===== src/rtl/ec_diff_inv_pkg.sv =====
// Shared constants for the ec_diff inverse filter.
// The shift amounts must track the forward ec_diff block exactly.
package ec_diff_inv_pkg;

  localparam int unsigned Y1_SHIFT = 1;
  localparam int unsigned Y2_SHIFT = 2;

  localparam int unsigned Y_HIST_DEPTH = 2;
  localparam int unsigned X_HIST_DEPTH = 3;

endpackage


===== src/rtl/ec_diff_inv_hist.sv =====
// Enable-gated tap-delay line: taps[0] is the newest sample, taps[D-1] the oldest.
// Clears asynchronously on rst and synchronously on clr.
module ec_diff_inv_hist #(
  parameter int unsigned N = 16,
  parameter int unsigned D = 2
) (
  input  logic              clk,
  input  logic              rst,
  input  logic              clr,
  input  logic              en,
  input  logic [N-1:0]      d,
  output logic [D-1:0][N-1:0] taps
);

  always_ff @(posedge clk or posedge rst) begin
    if (rst) begin
      taps <= '0;
    end else if (clr) begin
      taps <= '0;
    end else if (en) begin
      taps[0] <= d;
      for (int unsigned i = 1; i < D; i++) begin
        taps[i] <= taps[i-1];
      end
    end
  end

endmodule


===== src/rtl/ec_diff_inv.sv =====
// Inverse of the ec_diff difference equation: recovers x[n] from y[n] with
// N-bit wrapping arithmetic, in a 2-stage valid-qualified pipeline.
module ec_diff_inv
  import ec_diff_inv_pkg::*;
#(
  parameter int unsigned N = 16
) (
  input  logic         clk,
  input  logic         i_rst,
  input  logic         i_clr,
  input  logic         i_valid,
  input  logic [N-1:0] i_y,
  output logic         o_valid,
  output logic [N-1:0] o_x
);

  logic [Y_HIST_DEPTH-1:0][N-1:0] y_hist;
  logic [X_HIST_DEPTH-1:0][N-1:0] x_hist;
  logic [N-1:0] a;
  logic [N-1:0] a_next;
  logic [N-1:0] x_next;
  logic         v1;

  // Logical shifts on the stored patterns reproduce the forward block's truncation.
  always_comb begin
    a_next = i_y - (y_hist[0] >> Y1_SHIFT) - (y_hist[1] >> Y2_SHIFT);
    x_next = a + x_hist[0] - x_hist[1] - x_hist[2];
  end

  ec_diff_inv_hist #(
    .N (N),
    .D (Y_HIST_DEPTH)
  ) u_y_hist (
    .clk  (clk),
    .rst  (i_rst),
    .clr  (i_clr),
    .en   (i_valid),
    .d    (i_y),
    .taps (y_hist)
  );

  ec_diff_inv_hist #(
    .N (N),
    .D (X_HIST_DEPTH)
  ) u_x_hist (
    .clk  (clk),
    .rst  (i_rst),
    .clr  (i_clr),
    .en   (v1),
    .d    (x_next),
    .taps (x_hist)
  );

  always_ff @(posedge clk or posedge i_rst) begin
    if (i_rst) begin
      a  <= '0;
      v1 <= 1'b0;
    end else if (i_clr) begin
      a  <= '0;
      v1 <= 1'b0;
    end else begin
      v1 <= i_valid;
      if (i_valid) begin
        a <= a_next;
      end
    end
  end

  always_ff @(posedge clk or posedge i_rst) begin
    if (i_rst) begin
      o_x     <= '0;
      o_valid <= 1'b0;
    end else if (i_clr) begin
      o_x     <= '0;
      o_valid <= 1'b0;
    end else begin
      o_valid <= v1;
      if (v1) begin
        o_x <= x_next;
      end
    end
  end

endmodule


===== config.mk =====
export PLATFORM = sky130hd
export DESIGN_NAME = ec_diff_inv
export DESIGN_NICKNAME = d
export VERILOG_FILES = /design/src/rtl/ec_diff_inv_pkg.sv /design/src/rtl/ec_diff_inv_hist.sv /design/src/rtl/ec_diff_inv.sv
export SDC_FILE = /design/constraint.sdc
export NUM_CORES = 1
export LEC_CHECK = 0
export CORE_ASPECT_RATIO = 0.5
export CORE_MARGIN = 2
export CORE_UTILIZATION = 35
export DETAILED_ROUTE_END_ITERATION = 6
export PLACE_DENSITY = 0.51
export SYNTH_ARGS = -nofsm -noshare
export SYNTH_HDL_FRONTEND = slang
export SYNTH_SLANG_ARGS = --single-unit

===== constraint.sdc =====
create_clock -name clk -period 9.7 [get_ports clk]
set_input_delay 1.455 -clock clk [delete_from_list [all_inputs] [get_ports clk]]
set_output_delay 1.455 -clock clk [all_outputs]
set_load 0.05 [all_outputs]

==> results of run 1 <==
[flip-flops by register name (all words and copies together), names as in the netlist]
| signal | count |
|---|---|
| u_x_hist.taps | 32 |
| u_y_hist.taps | 29 |
| a | 16 |
| o_x | 16 |
| o_valid | 1 |
| v1 | 1 |
[power by group through the flow]
stage,Sequential (mW),Clock [mW],Combinational (mW)
after floorplan,0.471,0,0.755
after global placement,0.484,0,0.910
after detailed placement,0.486,0,0.915
after CTS,0.478,0.344,0.921
after global routing,0.485,0.357,1.03
final,0.477,0.329,0.914
[layout make-up]
type	instances	area share
Multi-Input combinational cell	410	0.487
Sequential cell	95	0.329
Inverter	102	0.0533
Timing Repair Buffer	40	0.0526
Tap cell	240	0.0415
Clock buffer	10	0.0317
Clock inverter	6	0.00519
[through the flow]
stage | util | std cells | worst slack, ps | hold WS (ps)
global placement | 0.381 | 887 | 5160 | 504
floorplan | - | 645 | 5770 | 486
detailed placement | 0.381 | 887 | 5140 | 511
finish | 0.396 | 903 | 5510 | 520
global route | 0.396 | 903 | 5350 | 544
CTS | 0.396 | 903 | 5500 | 528
[layout by cell type, fill, tap and decap left out, types with 3 or more instances in the layout]
cell / count
sky130_fd_sc_hd__inv_1: 100
sky130_fd_sc_hd__ha_1: 34
sky130_fd_sc_hd__clkdlybuf4s50_1: 34
sky130_fd_sc_hd__o21ai_0: 17
sky130_fd_sc_hd__a21oi_1: 17
sky130_fd_sc_hd__o31ai_1: 5
sky130_fd_sc_hd__clkinv_2: 4
sky130_fd_sc_hd__a21o_1: 11
sky130_fd_sc_hd__a211oi_1: 9
sky130_fd_sc_hd__nor2b_1: 3
sky130_fd_sc_hd__nand2_1: 19
sky130_fd_sc_hd__nand3_1: 6
sky130_fd_sc_hd__mux2i_1: 71
sky130_fd_sc_hd__nor2_1: 94
sky130_fd_sc_hd__buf_4: 4
sky130_fd_sc_hd__dfrtp_1: 94
sky130_fd_sc_hd__clkbuf_16: 9
sky130_fd_sc_hd__o21a_1: 4
sky130_fd_sc_hd__xor2_1: 7
sky130_fd_sc_hd__xnor2_1: 13
sky130_fd_sc_hd__fa_1: 44
sky130_fd_sc_hd__a31oi_1: 4
sky130_fd_sc_hd__nor3_1: 4
sky130_fd_sc_hd__nand2b_1: 6
[cells by family (layout without fill, tap and decap cells)]
kind of cell	Yosys count	count (layout)	synth area share
AO/OA/AOI/OAI	98	98	0.110
XOR/XNOR	20	20	0.0270
adder cells (fa/ha/maj)	78	78	0.201
buffers and inverters	140	158	0.0903
flip-flops	95	95	0.367
multiplexers	71	71	0.110
AND/OR/NAND/NOR	143	143	0.0949
[metal layers]
metal | GRT usage | share of wire | wire length (um)
met4 | 0.0262 | 0.0040 | 51
met2 | 0.209 | 0.43 | 5440
met5 | 0 | 0 | 0
met3 | 0.0296 | 0.024 | 308
met1 | 0.209 | 0.54 | 6920
[worst paths after layout]
| check | start | endpoint | cells after the start |
|---|---|---|---|
| worst max-delay path | i_y[0] | a[12]$_DFFE_PP0P_ | 10 |
| max in group asynchronous | i_rst | v1$_DFF_PP0_ | 3 |
| worst min register to register | u_y_hist.taps[20]$_DFFE_PP0P_ | u_y_hist.taps[20]$_DFFE_PP0P_ | 2 |
| min in group asynchronous | i_rst | u_y_hist.taps[21]$_DFFE_PP0P_ | 2 |
| worst max register to register | a[6]$_DFFE_PP0P_ | o_x[15]$_DFFE_PP0P_ | 12 |
| worst min-delay path | u_y_hist.taps[20]$_DFFE_PP0P_ | u_y_hist.taps[20]$_DFFE_PP0P_ | 2 |
[critical path, cell delays in order]
cell and delay [ps]:
sky130_fd_sc_hd__clkdlybuf4s50_1 430, sky130_fd_sc_hd__fa_1 460, sky130_fd_sc_hd__fa_1 430, sky130_fd_sc_hd__a211oi_1 320, sky130_fd_sc_hd__o21bai_1 140, sky130_fd_sc_hd__a31o_2 280
sky130_fd_sc_hd__a221o_1 370, sky130_fd_sc_hd__a31oi_1 210, sky130_fd_sc_hd__or4b_1 130, sky130_fd_sc_hd__o311ai_0 120
==> metrics.md, run 1 <==
| Metric | Value |
|---|---|
| Result of the run | `finished clean` |
| Hold/Removal Path Class | `flip-flop to flip-flop` |
| Element type at the critical path start | `input port` |
| Share of the synthesized area in the top cell type | `0.367` |
| Async SR Flop Fraction | `1.00` |
| Fin area | `7230 um2` |
| Number of pins exceeding their max-slew limit in the final report | `0` |
| Count of synthesis-stage warnings from yosys | `0` |
| Initial core utilization | `0.355` |
| Part of the cycle the worst path needs | `0.432` |
| Sw Ratio | `0.421` |
| Largest cells by area after synthesis | `sky130_fd_sc_hd__dfrtp_1 (37%), sky130_fd_sc_hd__fa_1 (14%), sky130_fd_sc_hd__mux2i_1 (11%)` |
| Count of instances resized after the clock tree is built | `0` |
| CTS Sinks | `95` |
| Vertical die dimension | `100 um` |
| First-pass GRT wire length | `22000 um` |
| Final critical path time including I/O delays and setup | `4190 ps` |
| HPWL after detailed placement | `9100 um` |
| Critical path capture point type | `flip-flop` |
| Vias in the first global route | `4329` |
| Largest net degree at the start of global routing | `96` |
| Endpoints failing setup | `0` |
| Worst-case register-to-register setup slack | `5870 ps` |
| Total DRC errors in the routed layout | `0` |
| Total nets after synthesis | `743` |
| Internal cell power | `0.997 mW` |
| Max_slew headroom | `0.315` |
| CTS tree | `done` |
| Max H-tree Level | `3` |
| Average wire per cell in the routed design | `14.1 um` |
| Required @ worst endpoint | `9860 ps` |
| Primary flip-flop cell chosen by synthesis mapping | `sky130_fd_sc_hd__dfrtp_1` |
| # port buffers | `36` |
| Drt pass-1 iters | `4` |
| Part of the power in the clock network | `0.191` |
| Post-route antenna net violation count | `0` |
| GR Util All Layers | `0.140` |
| Die Width | `196 um` |
| Setup repair after global routing missed its margin | `no` |
| Slew @ Worst Pin | `1030 ps` |
| Number of antenna violations at the first check in global routing | `0` |
| Worst clock skew | `10.2 ps` |
| Clock buffer count from CTS | `9` |
| Share of synthesized area occupied by flip-flops and latches | `0.367` |
| Leakage component of the power | `3.32 nW` |
| Instance count of the mapped netlist | `645` |
| Register Area | `2380 um2` |
| Die Footprint | `19700 um2` |
| Total of hold buffers inserted after clock tree synthesis | `0` |
| GR Overflow Total | `0` |
| Core ar. | `18300 um2` |
| Area of the multi-input gates | `3520 um2` |
| Worst path arrival time | `4350 ps` |
| Kind of critical path | `input port to flip-flop` |
| Cell row count | `35` |
| Antenna cell count | `0` |
| I/O pins | `37` |
| Total wire length | `12700 um` |
| Logic gate share of total power | `0.531` |
| Most repeated cell in the gate-level netlist after synthesis | `sky130_fd_sc_hd__inv_1` |
| NetSw | `0.723 mW` |
| Ratio of cells with drive above 1 in the final layout | `0.0483` |
| Routed vias/inst | `4.72` |
| Number of max-cap violations | `0` |
| Power Dens Cells | `238 nW/um2` |
| Number of DRC markers after the initial detailed-route iteration | `181` |
| Total negative slack | `0 ps` |
| Vias | `4261` |
| Clock root buffer | `sky130_fd_sc_hd__clkbuf_16` |
| Growth of design area from synthesis to finish | `11.5%` |
| Cell area after synthesis | `6480 um2` |
| Total design power | `1.72 mW` |
| Worst vdd rail ir drop | `110 uV` |
| Top cell types by occurrence after synthesis | `sky130_fd_sc_hd__inv_1 (101), sky130_fd_sc_hd__dfrtp_1 (95), sky130_fd_sc_hd__nor2_1 (94)` |
| Sequential power share | `0.277` |
| Layout net count | `756` |
| Final-layout fill cell count | `1828` |
| Number of synthesized register bits | `95` |
| CP max FO | `3` |
| Number of enable flip-flop cells after synthesis | `0` |
| Post-CTS Repair Setup Buffers | `0` |
| Mean instance size in the synthesized netlist | `10.1 um2` |
| Placer congestion estimate | `0.846` |
| Top cell type by total area after synthesis | `sky130_fd_sc_hd__dfrtp_1` |
| Clk Latency, worst-skew pair | `340 ps` |
| Total count of hold-check failures in the final report | `0` |
| Placed cell area | `6970 um2` |
| Number of distinct library cells after synthesis | `57` |
| Buffer levels on the longest clock path | `2` |
| Clock transition time at the flip-flop clock pins of the worst setup and hold paths | `60 ps` |
| Top achievable clock speed | `239 MHz` |
Power figures use the tool's default switching activity.
==> run 2: changes to the inputs <==
==> constraint.sdc (replaced) <==
create_clock -name clk -period 4.26 [get_ports clk]
set_input_delay 0.639 -clock clk [delete_from_list [all_inputs] [get_ports clk]]
set_output_delay 0.639 -clock clk [all_outputs]
set_load 0.05 [all_outputs]
==> run 2 against run 1 <==
- combinational power rose by 130%
- critical path depth is 2 higher
- largest power group unchanged
- hold slack better by 1.9 ps
- register-to-register slack got worse by 5300 ps
- highest routed layer unchanged
- clock power rose by 150%
- count of clock-buffer cells in the layout decreased by 1
==> metrics.md, run 2 (synthesis gave the netlist of run 1 again) <==
| Metric | Value |
|---|---|
| Vertical die dimension | `100 um (unchanged)` |
| Post-CTS Repair Setup Buffers | `0 (unchanged)` |
| Number of DRC markers after the initial detailed-route iteration | `167 (-7.7%)` |
| Growth of design area from synthesis to finish | `12.3%` |
| Slew @ Worst Pin | `986 ps (-41.8 ps)` |
| Buffer levels on the longest clock path | `2 (unchanged)` |
| Placer congestion estimate | `0.785 (-7.2%)` |
| Number of cells traversed by the worst hold path | `2 (unchanged)` |
| Hold/Removal Path Class | `flip-flop to flip-flop` |
| Most common library cell in the layout ignoring fill and taps | `sky130_fd_sc_hd__inv_1` |
| Kind of critical path | `flip-flop to flip-flop` |
| Worst reg2reg path startpoint | `a[6]$_DFFE_PP0P_` |
| Core ar. | `18300 um2 (unchanged)` |
| Die Footprint | `19700 um2 (unchanged)` |
| Largest registers | `u_x_hist.taps: 32 flops, u_y_hist.taps: 29 flops` |
| Required @ worst endpoint | `4520 ps (-5340 ps)` |
| Vias | `4224 (-0.87%)` |
| Routed vias/inst | `4.67 (-0.98%)` |
| Leakage component of the power | `3.34 nW (+0.69%)` |
| Max_slew headroom | `0.342 (+0.0279)` |
| Worst-case register-to-register setup slack | `550 ps (-5320 ps)` |
| Setup repair after global routing missed its margin | `no` |
| Die Width | `196 um (unchanged)` |
| Crit-path slowest cell | `sky130_fd_sc_hd__fa_1` |
| Ratio of cells with drive above 1 in the final layout | `0.0512 (+0.00294)` |
| Total negative slack | `0 ps (unchanged)` |
| CTS Sinks | `95 (unchanged)` |
| Total wire length | `12900 um (+1.6%)` |
| Number of pins exceeding their max-slew limit in the final report | `0 (unchanged)` |
| Total DRC errors in the routed layout | `0 (unchanged)` |
| I/O pins | `37 (unchanged)` |
| CP max FO | `4 (+1)` |
| Largest net degree at the start of global routing | `51 (-47%)` |
| Number of antenna violations at the first check in global routing | `0 (unchanged)` |
| # port buffers | `36 (unchanged)` |
| GR Util All Layers | `0.142 (+0.00208)` |
| Cell row count | `35 (unchanged)` |
| Worst hold path startpoint | `u_y_hist.taps[24]$_DFFE_PP0P_` |
| Clk Latency, worst-skew pair | `340 ps (about the same)` |
| Critical path capture point type | `flip-flop` |
| Total count of hold-check failures in the final report | `0 (unchanged)` |
| Drt pass-1 iters | `4 (unchanged)` |
| Element type at the critical path start | `flip-flop` |
| Flip-flop count of the largest register, all copies and words added | `32 (unchanged)` |
| Endpoints failing setup | `0 (unchanged)` |
| Number of max-cap violations | `0 (unchanged)` |
| Antenna cell count | `0 (unchanged)` |
| Total of hold buffers inserted after clock tree synthesis | `0 (unchanged)` |
| Worst vdd rail ir drop | `216 uV (+96%)` |
| Leading cell types in the layout, fill and taps excluded | `sky130_fd_sc_hd__inv_1 (100), sky130_fd_sc_hd__nor2_1 (94), sky130_fd_sc_hd__dfrtp_1 (94), sky130_fd_sc_hd__mux2i_1 (71), sky130_fd_sc_hd__fa_1 (44)` |
| Power Dens Cells | `549 nW/um2 (+130%)` |
| Reg-to-reg critical path endpoint | `o_x[15]$_DFFE_PP0P_` |
| Top achievable clock speed | `269 MHz` |
| Average wire per cell in the routed design | `14.3 um (+1.5%)` |
| Layout net count | `757 (+0.13%)` |
| Total instance count after detailed placement | `888 (+0.11%)` |
| Part of the cycle the worst path needs | `0.871` |
| Clock transition time at the flip-flop clock pins of the worst setup and hold paths | `70 ps (about the same)` |
| Worst Hold End | `u_y_hist.taps[24]$_DFFE_PP0P_` |
| CP max stage delay | `500 ps (+40 ps)` |
| Initial core utilization | `0.355 (unchanged)` |
| GR Overflow Total | `0 (unchanged)` |
| Non-Filler Instances | `904 (+0.11%)` |
| Worst path arrival time | `3980 ps (-370 ps)` |
| Worst clock skew | `8.24 ps (-2.00 ps)` |
| Post-route antenna net violation count | `0 (unchanged)` |
| Cells on worst reg2reg path | `12 (unchanged)` |
| Final critical path time including I/O delays and setup | `3710 ps` |
| Max H-tree Level | `3 (unchanged)` |
| Most flop-heavy register | `u_x_hist.taps` |
| Count of instances resized after the clock tree is built | `0 (unchanged)` |
| CTS tree | `done` |
| Cells along the critical path | `inv_1 > fa_1 > fa_1 > inv_1 > ha_1 > a2111oi_4 > o21ai_2 > a41oi_2 > nor4b_1 > o31a_1 > or4_1 > a21oi_1` |
| Clock buffer count from CTS | `9 (unchanged)` |
| First-pass GRT wire length | `22000 um (about the same)` |
| Result of the run | `finished clean` |
| Clock root buffer | `sky130_fd_sc_hd__clkbuf_16` |
| HPWL after detailed placement | `9490 um (+4.3%)` |
| Vias in the first global route | `4264 (-1.5%)` |
-- run 2: power by group --
part | leakage, nW | switching (mW) | total [mW] | internal, mW
registers | 1.29 | 0.0942 | 1.09 | 0.996
logic | 1.90 | 1.21 | 2.09 | 0.885
clock network | 0.150 | 0.360 | 0.817 | 0.457
-- run 2: routing by layer --
layer | GRT usage | share of wire
met5 | 0 | 0
met2 | 0.206 | 0.41
met4 | 0.0297 | 0.0028
met1 | 0.218 | 0.57
met3 | 0.0276 | 0.023
-- run 2: how the worst max path moves through the flow --
stage / from / endpoint / slack, ps / cells after the start
floorplan: a[0]$_DFFE_PP0P_ / o_x[12]$_DFFE_PP0P_ / 820 / 14
global placement: i_y[0] / a[14]$_DFFE_PP0P_ / 530 / 10
detailed placement: i_y[0] / a[14]$_DFFE_PP0P_ / 510 / 10
CTS: a[6]$_DFFE_PP0P_ / o_x[15]$_DFFE_PP0P_ / 520 / 12
global route: a[3]$_DFFE_PP0P_ / o_x[15]$_DFFE_PP0P_ / 360 / 12
finish: a[6]$_DFFE_PP0P_ / o_x[15]$_DFFE_PP0P_ / 550 / 12
-- run 2: layout make-up --
| type | count | area, um2 |
|---|---|---|
| Fill cell | 1817 | 11000 |
| Multi-Input combinational cell | 410 | 3520 |
| Sequential cell | 95 | 2380 |
| Timing Repair Buffer | 41 | 400 |
| Inverter | 102 | 385 |
| Tap cell | 240 | 300 |
| Clock buffer | 9 | 225 |
| Clock inverter | 7 | 71.3 |
-- run 2: worst max-delay path, delay by kind of cell, from the launching register on --
| kind | cells | cell delay (ps) |
|---|---|---|
| flip-flops | 1 | 370 |
| adder cells (fa/ha/maj) | 3 | 1340 |
| AO/OA/AOI/OAI | 5 | 1230 |
| buffers and inverters | 2 | 110 |
| AND/OR/NAND/NOR | 2 | 600 |
-- run 2: per-stage QoR --
step / hold slack [ps] / total power [mW] / util / setup slack (ps) / cell area, um2
5_1_grt: 549 / 4.35 / 0.399 / 363 / 7280
2_1_floorplan: 486 / 2.79 / - / 818 / 6480
6_report: 522 / 4.00 / 0.399 / 549 / 7280
4_1_cts: 529 / 4.05 / 0.399 / 522 / 7280
3_5_place_dp: 512 / 3.20 / 0.383 / 513 / 6990
3_3_place_gp: 504 / 3.19 / 0.383 / 535 / 6990
==> RTL change 1: new RTL, config.mk and constraints of run 2 <==
Reset style: synchronous (`i_rst` and `rst`), changed in 3 clocked blocks. Comments in the files are not updated.
--- a/src/rtl/ec_diff_inv_hist.sv
+++ b/src/rtl/ec_diff_inv_hist.sv
@@ -12,7 +12,7 @@
   output logic [D-1:0][N-1:0] taps
 );
 
-  always_ff @(posedge clk or posedge rst) begin
+  always_ff @(posedge clk) begin
     if (rst) begin
       taps <= '0;
     end else if (clr) begin
--- a/src/rtl/ec_diff_inv.sv
+++ b/src/rtl/ec_diff_inv.sv
@@ -51,7 +51,7 @@
     .taps (x_hist)
   );
 
-  always_ff @(posedge clk or posedge i_rst) begin
+  always_ff @(posedge clk) begin
     if (i_rst) begin
       a  <= '0;
       v1 <= 1'b0;
@@ -66,7 +66,7 @@
     end
   end
 
-  always_ff @(posedge clk or posedge i_rst) begin
+  always_ff @(posedge clk) begin
     if (i_rst) begin
       o_x     <= '0;
       o_valid <= 1'b0;
Function: differs if i_rst is asserted again (counterexample within 4 cycles, from zero or initial values and one cycle with i_rst high); with i_rst held inactive, the same outputs for 4 cycles.
==> RTL change 1 against run 2 <==
Critical path depth grew 2; final cell count grew 2.3%; first-iteration DRC count grew 27%; area after synthesis shrank 5.6%; clock skew shrank 0.0019 ns; wire length shrank 0.84%; final area shrank 5.9%; worst setup slack gained 0.22 ns; sequential cell count is the same; die area shrank 5.5%; critical endpoint is now o_x[10]; largest cell class unchanged; highest routed layer unchanged.
Power is not compared: it rests on default switching activity, and its combinational part moved more than twofold at a synthesized area within 25%.
==> RTL change 1: results (changes against run 2) <==
Synth cell types 49 (-14%); Tot Pwr 2.27 mW; DPL Wire Length 9660 um (+1.8%); critical path arrival 3.72 ns (-0.26 ns); most area-consuming cells after synthesis dfxtp_1, fa_1, mux2i_1, ha_1, inv_1; All-Layer GR Usage 0.149 (+0.00725); Worst Skew 0.00632 ns (-0.00192 ns); Nets 784 (+3.6%); Post-DP Area 6570 sq um (-5.9%); status complete, no violations; first-pass GRT wire length 22400 um (+1.7%); worst setup path end o_x[10]; R2R depth 14 (+2); hold_ws 0.489 ns (-0.0333 ns); Async SR Flop Fraction 0 (-1.00); Critical path origin u_x_hist.taps[16]; CP max FO 3 (-1); GP Congestion 0.812 (+3.3%); sink of the worst hold path a[14]; hold_sp a[14]; via count 4359 (+3.2%); largest net degree at the start of global routing 67 (+31%); most instantiated cells after synthesis inv_1, nor2_1, dfxtp_1; routed vias/inst 4.71 (+0.85%); Least-Margin Pin Slew 0.800 ns (-0.187 ns); dpl ws 0.796 ns (+0.283 ns)
RTL change 1: changes by cell type in the layout (fill, tap and decap cells not counted), sizes merged, moves of 4 or more:
cell,before,now
dfrtp,95,0
dfxtp,0,95
a21oi,17,30
o211ai,1,11
nand2,19,27
nand4,0,7
o21ai,19,13
clkbuf,9,14
clkinv,6,1
o311ai,1,6
a211oi,10,6
nand2b,6,2
nor3,4,8
RTL change 1: final cells by class:
type / count / area [sq um]
Tap cell: 234 / 293
Fill cell: 1760 / 10400
Timing Repair Buffer: 41 / 393
Clock buffer: 14 / 264
Clock inverter: 2 / 15.0
Inverter: 101 / 379
Multi-Input combinational cell: 438 / 3600
Sequential cell: 95 / 1900
RTL change 1: worst max-delay path: cells and delay by family, from the launching register on:
family | cells | cell delay [ns]
buffers and inverters | 4 | 0.25
AO/OA/AOI/OAI | 4 | 0.61
AND/OR/NAND/NOR | 2 | 0.66
adder cells (fa/ha/maj) | 4 | 1.52
flip-flops | 1 | 0.35
RTL change 1: routing by layer:
metal | vias to the layer above | part of all wire | wire length (um) | global-route usage
met5 | - | 0 | 0 | 0
li1 | 2246 | - | - | -
met3 | 6 | 0.034 | 431 | 0.0347
met4 | 0 | 0.0061 | 78 | 0.0304
met2 | 61 | 0.40 | 5160 | 0.218
met1 | 2046 | 0.56 | 7150 | 0.222
RTL change 1: logic make-up (layout without fill, tap and decap cells):
logic type                 Yosys count  after routing  share of synthesized area
xor gates and xnor gates            24             24                     0.0344
adders and majority gates           78             78                      0.213
buffers and inverters              143            158                      0.100
and+or+nand+nor                    162            162                      0.113
DFF                                 95             95                      0.311
muxes                               70             70                      0.115
AOI/OAI and AO/OA                  104            104                      0.113
==> RTL change 2: new RTL, settings of run 2 <==
Without the edit above. `N` is set to 16 in 2 places; all go to 8.
--- a/src/rtl/ec_diff_inv_hist.sv
+++ b/src/rtl/ec_diff_inv_hist.sv
@@ -1,7 +1,7 @@
 // Enable-gated tap-delay line: taps[0] is the newest sample, taps[D-1] the oldest.
 // Clears asynchronously on rst and synchronously on clr.
 module ec_diff_inv_hist #(
-  parameter int unsigned N = 16,
+  parameter int unsigned N = 8,
   parameter int unsigned D = 2
 ) (
   input  logic              clk,
--- a/src/rtl/ec_diff_inv.sv
+++ b/src/rtl/ec_diff_inv.sv
@@ -3,7 +3,7 @@
 module ec_diff_inv
   import ec_diff_inv_pkg::*;
 #(
-  parameter int unsigned N = 16
+  parameter int unsigned N = 8
 ) (
   input  logic         clk,
   input  logic         i_rst,
Interface: changed (resized i_y and o_x); port bits go from 37 to 21. No check against the original RTL was run, so the function may have changed too.
==> RTL change 2 against run 2 <==
Final area is 51% lower; total power is 60% lower; area after synthesis is 52% lower; wire length is 56% lower; sequential power is 52% lower; sequential cell count is 48 lower; clock skew is 0.0043 ns lower; combinational power is 68% lower; critical path depth stayed put; final cell count is 52% lower; worst setup slack better by 0.58 ns; critical path type unchanged; critical endpoint is now o_x[6]; largest cell class unchanged.
==> RTL change 2: results (changes against run 2) <==
clk_lat worst skew 0.29 ns (-0.05 ns); worst stage delay on the critical path 0.54 ns (+0.04 ns); Layout fillers 827 (-54%); CP max FO 3 (-1); share of cells above drive strength 1 0.0439 (-0.00732); GP Congestion 0.772 (-1.7%); Avg WL per Cell 13.0 um (-9.0%); critical path arrival 3.30 ns (-0.68 ns); PortBufs 20 (-44%); most instantiated cells after synthesis inv_1, dfrtp_1, nor2_1; Worst Skew 0.00391 ns (-0.00433 ns); All-Layer GR Usage 0.133 (-0.00938); DPL Wire Length 4190 um (-56%); Nets 368 (-51%); first-pass GRT wire length 10200 um (-54%); most area-consuming cells after synthesis dfrtp_1, fa_1, mux2i_1, ha_1, inv_1; register area share after synthesis 0.376 (+0.00980); Synth cell types 41 (-28%); H-tree levels 2 (-1); leak pwr 1.65 nW (-51%); status complete, no violations; Peak VDD IR 0.201 mV (-7.0%); via count 2015 (-52%); post-synth net total 357 (-52%); detailed-router iteration count before antenna repair 4 (unchanged); CTS max path bufs 2 (unchanged); 1st-iter DRT viols 98 (-41%)
RTL change 2: cell types whose count changed after synthesis, sizes merged, moves of 11 or more:
cell           run 2  this run
ha                34        18
inv              101        53
o21ai             19         3
fa                44        20
nand2             19         6
clkbuf            14         3
nor2              94        44
mux2i             71        34
a21oi             17         6
dfrtp             95        47
RTL change 2: cells by family after synthesis:
family                     synth area share
and+or+nand+nor                      0.0985
AOI/OAI and AO/OA                    0.0849
adders and majority gates             0.200
xor gates and xnor gates             0.0336
muxes                                 0.109
DFF                                   0.376
buffers and inverters                0.0973
RTL change 2: final timing paths:
| path | from | end | slack (ns) | depth (start not counted) |
|---|---|---|---|---|
| max | a[0] | o_x[6] | 1.13 | 12 |
| min | u_y_hist.taps[12] | u_y_hist.taps[12] | 0.52 | 2 |
| max reg2reg | a[0] | o_x[6] | 1.13 | 12 |
| min reg2reg | u_y_hist.taps[12] | u_y_hist.taps[12] | 0.52 | 2 |
| max in group asynchronous | i_rst | o_x[4] | 2.73 | 2 |
| min in group asynchronous | i_rst | u_y_hist.taps[10] | 0.89 | 2 |
RTL change 2: report_power, final:
group          switching (mW)  internal, mW  total, mW
registers              0.0355         0.484      0.520
logic                   0.370         0.294      0.663
clock network           0.175         0.235      0.410
total                   0.580          1.01       1.59
RTL change 2: worst register-to-register path, stage by stage, from the launching register on:
cell	delay [ns]
dfrtp_1	0.41
fa_1	0.54
inv_1	0.05
fa_1	0.43
inv_1	0.06
ha_1	0.15
inv_1	0.05
fa_1	0.39
nor2b_1	0.17
o21ai_0	0.12
a21boi_0	0.38
o21a_1	0.17
o211ai_1	0.09
RTL change 2: metrics by stage:
stage | instances | area [sq um] | setup slack [ns] | total power, mW | hold slack (ns)
floorplan | 307 | 3120 | 1.37 | 1.07 | 0.486
global placement | 428 | 3380 | 1.18 | 1.18 | 0.502
detailed placement | 428 | 3380 | 1.13 | 1.20 | 0.513
CTS | 436 | 3540 | 1.13 | 1.62 | 0.528
global route | 436 | 3540 | 0.830 | 1.73 | 0.567
finish | 436 | 3540 | 1.13 | 1.59 | 0.523
RTL change 2: area by class of cell:
type	instances	area, sq um	share of cell area
multi-input combinational	188	1640	0.465
inverter	53	199	0.0562
clock inverter	2	16.3	0.00460
tap	117	146	0.0414
clock buffer	6	139	0.0393
timing repair buffer	23	218	0.0615
sequential	47	1180	0.332
RTL change 2: layer usage:
layer  GRT usage  share of wire  vias up
met2       0.212           0.44       21
met4      0.0378          0.011        0
met1       0.184           0.52      976
met5           0              0        -
met3      0.0265          0.027        6
li1            -              -     1012
